## config.mk

```make
export PLATFORM = sky130hd
export DESIGN_NAME = imem_loader
export DESIGN_NICKNAME = d
export VERILOG_FILES = /design/src/rtl/imem_loader.sv
export SDC_FILE = /design/constraint.sdc
export NUM_CORES = 1
export LEC_CHECK = 0
export BUFFER_PORTS_ARGS = -buffer_cell sky130_fd_sc_hd__buf_2
export CAP_MARGIN = 20
export CORE_MARGIN = 3
export CORE_UTILIZATION = 30
export DETAILED_ROUTE_END_ITERATION = 10
export PLACE_DENSITY_LB_ADDON = 0.25
export SETUP_SLACK_MARGIN = 0.4
export SLEW_MARGIN = 25
export SYNTH_ARGS = -nofsm -noshare
export SYNTH_HDL_FRONTEND = slang
export SYNTH_SLANG_ARGS = --single-unit
```

## constraint.sdc

```tcl
create_clock -name clk_i -period 2.5 [get_ports clk_i]
set_clock_uncertainty 0.1 [all_clocks]
set_input_delay 0.5 -clock clk_i [delete_from_list [all_inputs] [get_ports clk_i]]
set_output_delay 0.5 -clock clk_i [all_outputs]
set_load 0.02 [all_outputs]
```

## src/rtl/imem_loader.sv

```systemverilog
// imem_loader: packs a big-endian host byte stream into 32-bit words, writes them to instruction memory, and releases the CPU reset when the load is complete
module imem_loader #(
  parameter int DEPTH = 7,
  parameter int CNT_W = 3
) (
  input  logic             clk_i,
  input  logic             rst_ni,
  input  logic             start_i,
  input  logic             in_valid_i,
  input  logic [7:0]       in_data_i,
  input  logic             in_last_i,
  output logic             in_ready_o,
  output logic             wr_en_o,
  output logic [31:0]      wr_addr_o,
  output logic [31:0]      wr_data_o,
  output logic             cpu_rst_n_o,
  output logic             busy_o,
  output logic             done_o,
  output logic             err_o,
  output logic [CNT_W-1:0] word_count_o
);
  typedef enum logic [1:0] {IDLE, LOAD, WRITE, DONE} state_t;
  state_t             state_q, state_d;
  logic [1:0]         byte_q, byte_d;
  logic [CNT_W-1:0]   word_q, word_d;
  logic [31:0]        asm_q, asm_d;
  logic               last_q, last_d;
  logic               err_q, err_d;
  logic               wr_en_q, wr_en_d;
  logic [31:0]        wr_addr_q, wr_addr_d;
  logic [31:0]        wr_data_q, wr_data_d;
  logic               in_ready_q, busy_q, done_q, cpu_rst_n_q;
  assign in_ready_o   = in_ready_q;
  assign wr_en_o      = wr_en_q;
  assign wr_addr_o    = wr_addr_q;
  assign wr_data_o    = wr_data_q;
  assign cpu_rst_n_o  = cpu_rst_n_q;
  assign busy_o       = busy_q;
  assign done_o       = done_q;
  assign err_o        = err_q;
  assign word_count_o = word_q;
  // next-state: bytes shift in from the right so the first byte ends up in [31:24]
  always_comb begin
    state_d   = state_q;
    byte_d    = byte_q;
    word_d    = word_q;
    asm_d     = asm_q;
    last_d    = last_q;
    err_d     = err_q;
    wr_en_d   = 1'b0;
    wr_addr_d = wr_addr_q;
    wr_data_d = wr_data_q;
    case (state_q)
      IDLE, DONE: if (start_i) begin
        state_d = LOAD;
        err_d   = 1'b0;
        word_d  = '0;
        byte_d  = '0;
      end
      LOAD: if (in_valid_i) begin
        asm_d  = {asm_q[23:0], in_data_i};
        byte_d = byte_q + 2'd1;
        if (byte_q == 2'd3) begin
          state_d   = WRITE;
          last_d    = in_last_i;
          wr_en_d   = 1'b1;
          wr_addr_d = 32'({word_q, 2'b00});
          wr_data_d = {asm_q[23:0], in_data_i};
        end else if (in_last_i) begin
          state_d = DONE;
          err_d   = 1'b1;
        end
      end
      WRITE: begin
        word_d  = word_q + 1'b1;
        byte_d  = '0;
        state_d = (last_q || word_q == CNT_W'(DEPTH - 1)) ? DONE : LOAD;
        err_d   = err_q | (!last_q && word_q == CNT_W'(DEPTH - 1));
      end
    endcase
  end
  // state and registered outputs; status flags are decoded from the next state so they change with it
  always_ff @(posedge clk_i or negedge rst_ni) begin
    if (!rst_ni) begin
      state_q     <= IDLE;
      byte_q      <= '0;
      word_q      <= '0;
      asm_q       <= '0;
      last_q      <= 1'b0;
      err_q       <= 1'b0;
      wr_en_q     <= 1'b0;
      wr_addr_q   <= '0;
      wr_data_q   <= '0;
      in_ready_q  <= 1'b0;
      busy_q      <= 1'b0;
      done_q      <= 1'b0;
      cpu_rst_n_q <= 1'b0;
    end else begin
      state_q     <= state_d;
      byte_q      <= byte_d;
      word_q      <= word_d;
      asm_q       <= asm_d;
      last_q      <= last_d;
      err_q       <= err_d;
      wr_en_q     <= wr_en_d;
      wr_addr_q   <= wr_addr_d;
      wr_data_q   <= wr_data_d;
      in_ready_q  <= state_d == LOAD;
      busy_q      <= state_d == LOAD || state_d == WRITE;
      done_q      <= state_d == DONE;
      cpu_rst_n_q <= state_d == DONE;
    end
  end
endmodule
```

==> key figures <==
STA
  • Setup TNS: 0 ps
  • Final Worst Setup Slack: 535.5 ps
  • Fin crit period: 1965 ps
  • Fin crit share: 78.58%
  • Hold Vio Cnt, Final: 0
  • Hold slack: 305.0 ps
  • Setup violators final: 0
  • RSZ-0062 raised after global routing: true
  • Slew HR: 59.24%
  • Worst-Margin Slew: 609.3 ps
  • Slew Viols, Final: 0
  • Fmax: 509.0 MHz

Worst setup path
  • R2r setup slk: 540 ps
  • CP delay by family, top: adder cells
  • CP Launch Type: flop
  • Buf/Inv on CP: 2
  • Slowest stage delay, CP: 390 ps
  • Cell chain of the critical path: inv_1, ha_1, nor2b_2, a21oi_1, nor2_1, a21oi_1, ha_1, inv_1
  • Crit path kind: flop to flop
  • Worst EP arrival: 2150 ps
  • R2R Path End: busy_o
  • CP startpoint: state_q[0]
  • Max stage delay cell, worst path: dfrtp_1
  • R2R Path Start: state_q[0]
  • CP Max Fanout: 8
  • Worst EP required: 2680 ps
  • Reg2Reg Depth: 8
  • Critical Path Sink Type: flop

Route
  • Via count: 1792
  • DRC Markers: 0
  • Final wirelength: 5532 um
  • Starting DRT DRC Count: 62
  • Vias per cell: 4.187
  • Drt first pass iters: 4
  • Final ANT Viol Nets: 0
  • WL/cell: 12.93 um

Clocking
  • Setup bufs post-CTS: 0
  • CTS Buf Count: 9
  • Htree depth: 3
  • CTS root buffer: clkbuf_8
  • Clock tree buffer depth: 2
  • CTS tree: yes
  • Clock Sinks: 72
  • CTS clock-pin slew for the worst setup and hold paths: 80 ps
  • Worst skew pair latency: 340 ps

Worst hold path
  • Hold Path Origin: in_data_i[0]
  • Hold Path Stages: 2
  • Hold Path Class: primary input to flop
  • Hold endpoint: asm_q[0]

Synthesis
  • Synth Register Bits: 72
  • Cell Area, Synth: 3154 um^2
  • Synth Instances: 231
  • Mux share of post-synthesis cell area: 21.98%
  • Area share of fa/ha/maj cells after synthesis: 2.777%
  • Post-Synth Simple-Gate Area: 3.729%
  • Syn. warnings: 0
  • Complex-gate fraction of the synthesized area: 4.086%
  • Synth Area in XOR/XNOR: 0%
  • Largest family of logic cells by synthesized area: multiplexers
  • Post-synthesis sequential area ratio: 57.12%
  • Post-Syn Area per Cell: 13.65 um^2
  • Synth unique cells: 25

Pwr
  • Leakage: 1.915 nW
  • Pwr Density: 1159 nW/um^2
  • Worst vdd ir: 0.0004548 V

Layout
  • Antenna Cells: 0
  • Most common cell after layout, fill and taps aside: dfrtp_1
  • Most frequent cells in the layout: dfrtp_1, buf_2, mux2_2, conb_1, o21ai_0
  • Fraction of layout cells with a size suffix above 1: 46.44%
  • Layout net count: 310
  • Area Overhead vs Synth: 16.18%

Placed design
  • PortBufs: 56
  • Pre-CTS WS: 467.0 ps
  • Gpl congestion: 0.7479
  • DP Wirelength: 3846 um

Floorplanning
  • Die area: 11780 um^2
  • Die width: 108.5 um
  • I/O pins: 86
  • Core ar.: 10000 um^2
  • Starting Density: 31.54%
  • Row count: 36
  • Die Y: 108.5 um

Global routing
  • Number of global-route vias before repair: 1799
  • Initial antenna violation count: 0
  • First-pass GRT wire length: 9094 um
  • Pin count of the biggest net entering global routing: 47
  • GRT Resource Usage Total: 10.03%
  • Grt ovf: 0

Job
  • Maxcap violations: 0

Outcome
  • Outcome: complete, no violations
worst max path at each step:
stage / endpoint / slack (ps) / depth (start not counted)
2_1_floorplan: busy_o / 720 / 8
6_report: busy_o / 540 / 8
3_5_place_dp: wr_data_o[18] / 470 / 5
3_3_place_gp: wr_data_o[2] / 460 / 5
4_1_cts: wr_data_o[18] / 440 / 5
5_1_grt: busy_o / 350 / 8
cell usage after synthesis (all sizes together):
| library cell | number | area (um^2) |
|---|---|---|
| dfrtp | 72 | 1802 |
| mux2 | 59 | 683.2 |
| buf | 38 | 287.8 |
| o21ai | 13 | 65.06 |
| nand2 | 10 | 40.04 |
| inv | 8 | 30.03 |
| ha | 7 | 87.58 |
| a21oi | 4 | 20.02 |
| a22o | 3 | 26.28 |
| nand3 | 3 | 27.53 |
| nor2 | 3 | 11.26 |
| nand2b | 2 | 12.51 |
| nor2b | 2 | 12.51 |
| a221o | 1 | 10.01 |
| a22oi | 1 | 7.510 |
| and2 | 1 | 6.260 |
| clkbuf | 1 | 3.750 |
| conb | 1 | 3.750 |
| mux2i | 1 | 10.01 |
| nand3b | 1 | 7.510 |
report_power, final:
| group | total, W | leakage (nW) | internal [W] | switching (W) |
|---|---|---|---|---|
| Sequential | 0.00185 | 0.931 | 0.00160 | 0.000249 |
| Combinational | 0.00146 | 0.886 | 0.000672 | 0.000790 |
| Clock | 0.000938 | 0.0989 | 0.000491 | 0.000446 |
| Total | 0.00425 | 1.92 | 0.00276 | 0.00149 |
final cells by class:
| type | count | area, um^2 |
|---|---|---|
| inverters | 8 | 30.03 |
| clock inverters | 6 | 67.56 |
| flip-flops and latches | 72 | 1802 |
| well taps | 133 | 166.4 |
| repair buffers | 59 | 320.3 |
| multi-input cells | 140 | 1141 |
| fillers | 1000 | 6335 |
| clock buffers | 10 | 137.6 |
flip-flops by register name, summed over array words and instances (netlist names), 2 cells and up:
name / flops
wr_data_o: 32
state_q: 2
word_count_o: 3
asm_q: 24
byte_q: 2
wr_addr_o: 3
per-layer routing:
layer / global-route usage, % / up-vias / part of all wire (%)
met5: 0 / - / 0
met4: 3.787 / 0 / 1.4
met3: 3.403 / 9 / 6.9
met2: 15.00 / 58 / 45
met1: 13.44 / 876 / 47
li1: - / 849 / -
worst reg2reg max path, cell delays in order, from the launching register on:
cell     delay (ps)
dfrtp_1         390
inv_1            60
ha_1            380
nor2b_2         230
a21oi_1         130
nor2_1           50
a21oi_1         240
ha_1            280
inv_1            50
kinds of logic after synthesis:
kind of cell	Yosys count
AO/OA/AOI/OAI	22
adder cells (fa/ha/maj)	7
buffers and inverters	47
flip-flops	72
multiplexers	60
other	1
AND/OR/NAND/NOR	22
metrics by stage:
stage | cell area, um^2 | power (W) | util (%) | cells
detailed placement | 3445 | 0.003355 | 34.45 | 411
finish | 3665 | 0.004248 | 36.65 | 428
global placement | 3445 | 0.003318 | 34.45 | 411
floorplan | 3259 | 0.002965 | - | 259
global route | 3665 | 0.004576 | 36.65 | 428
CTS | 3660 | 0.004319 | 36.60 | 428
timing repair:
item                       4_1_cts  5_1_grt
setup endpoints to repair        0       30
hold endpoints to repair        26        0
hold buffers                     1        0
resized for setup                0        2
No activity file was read; power rests on OpenSTA's default activity.
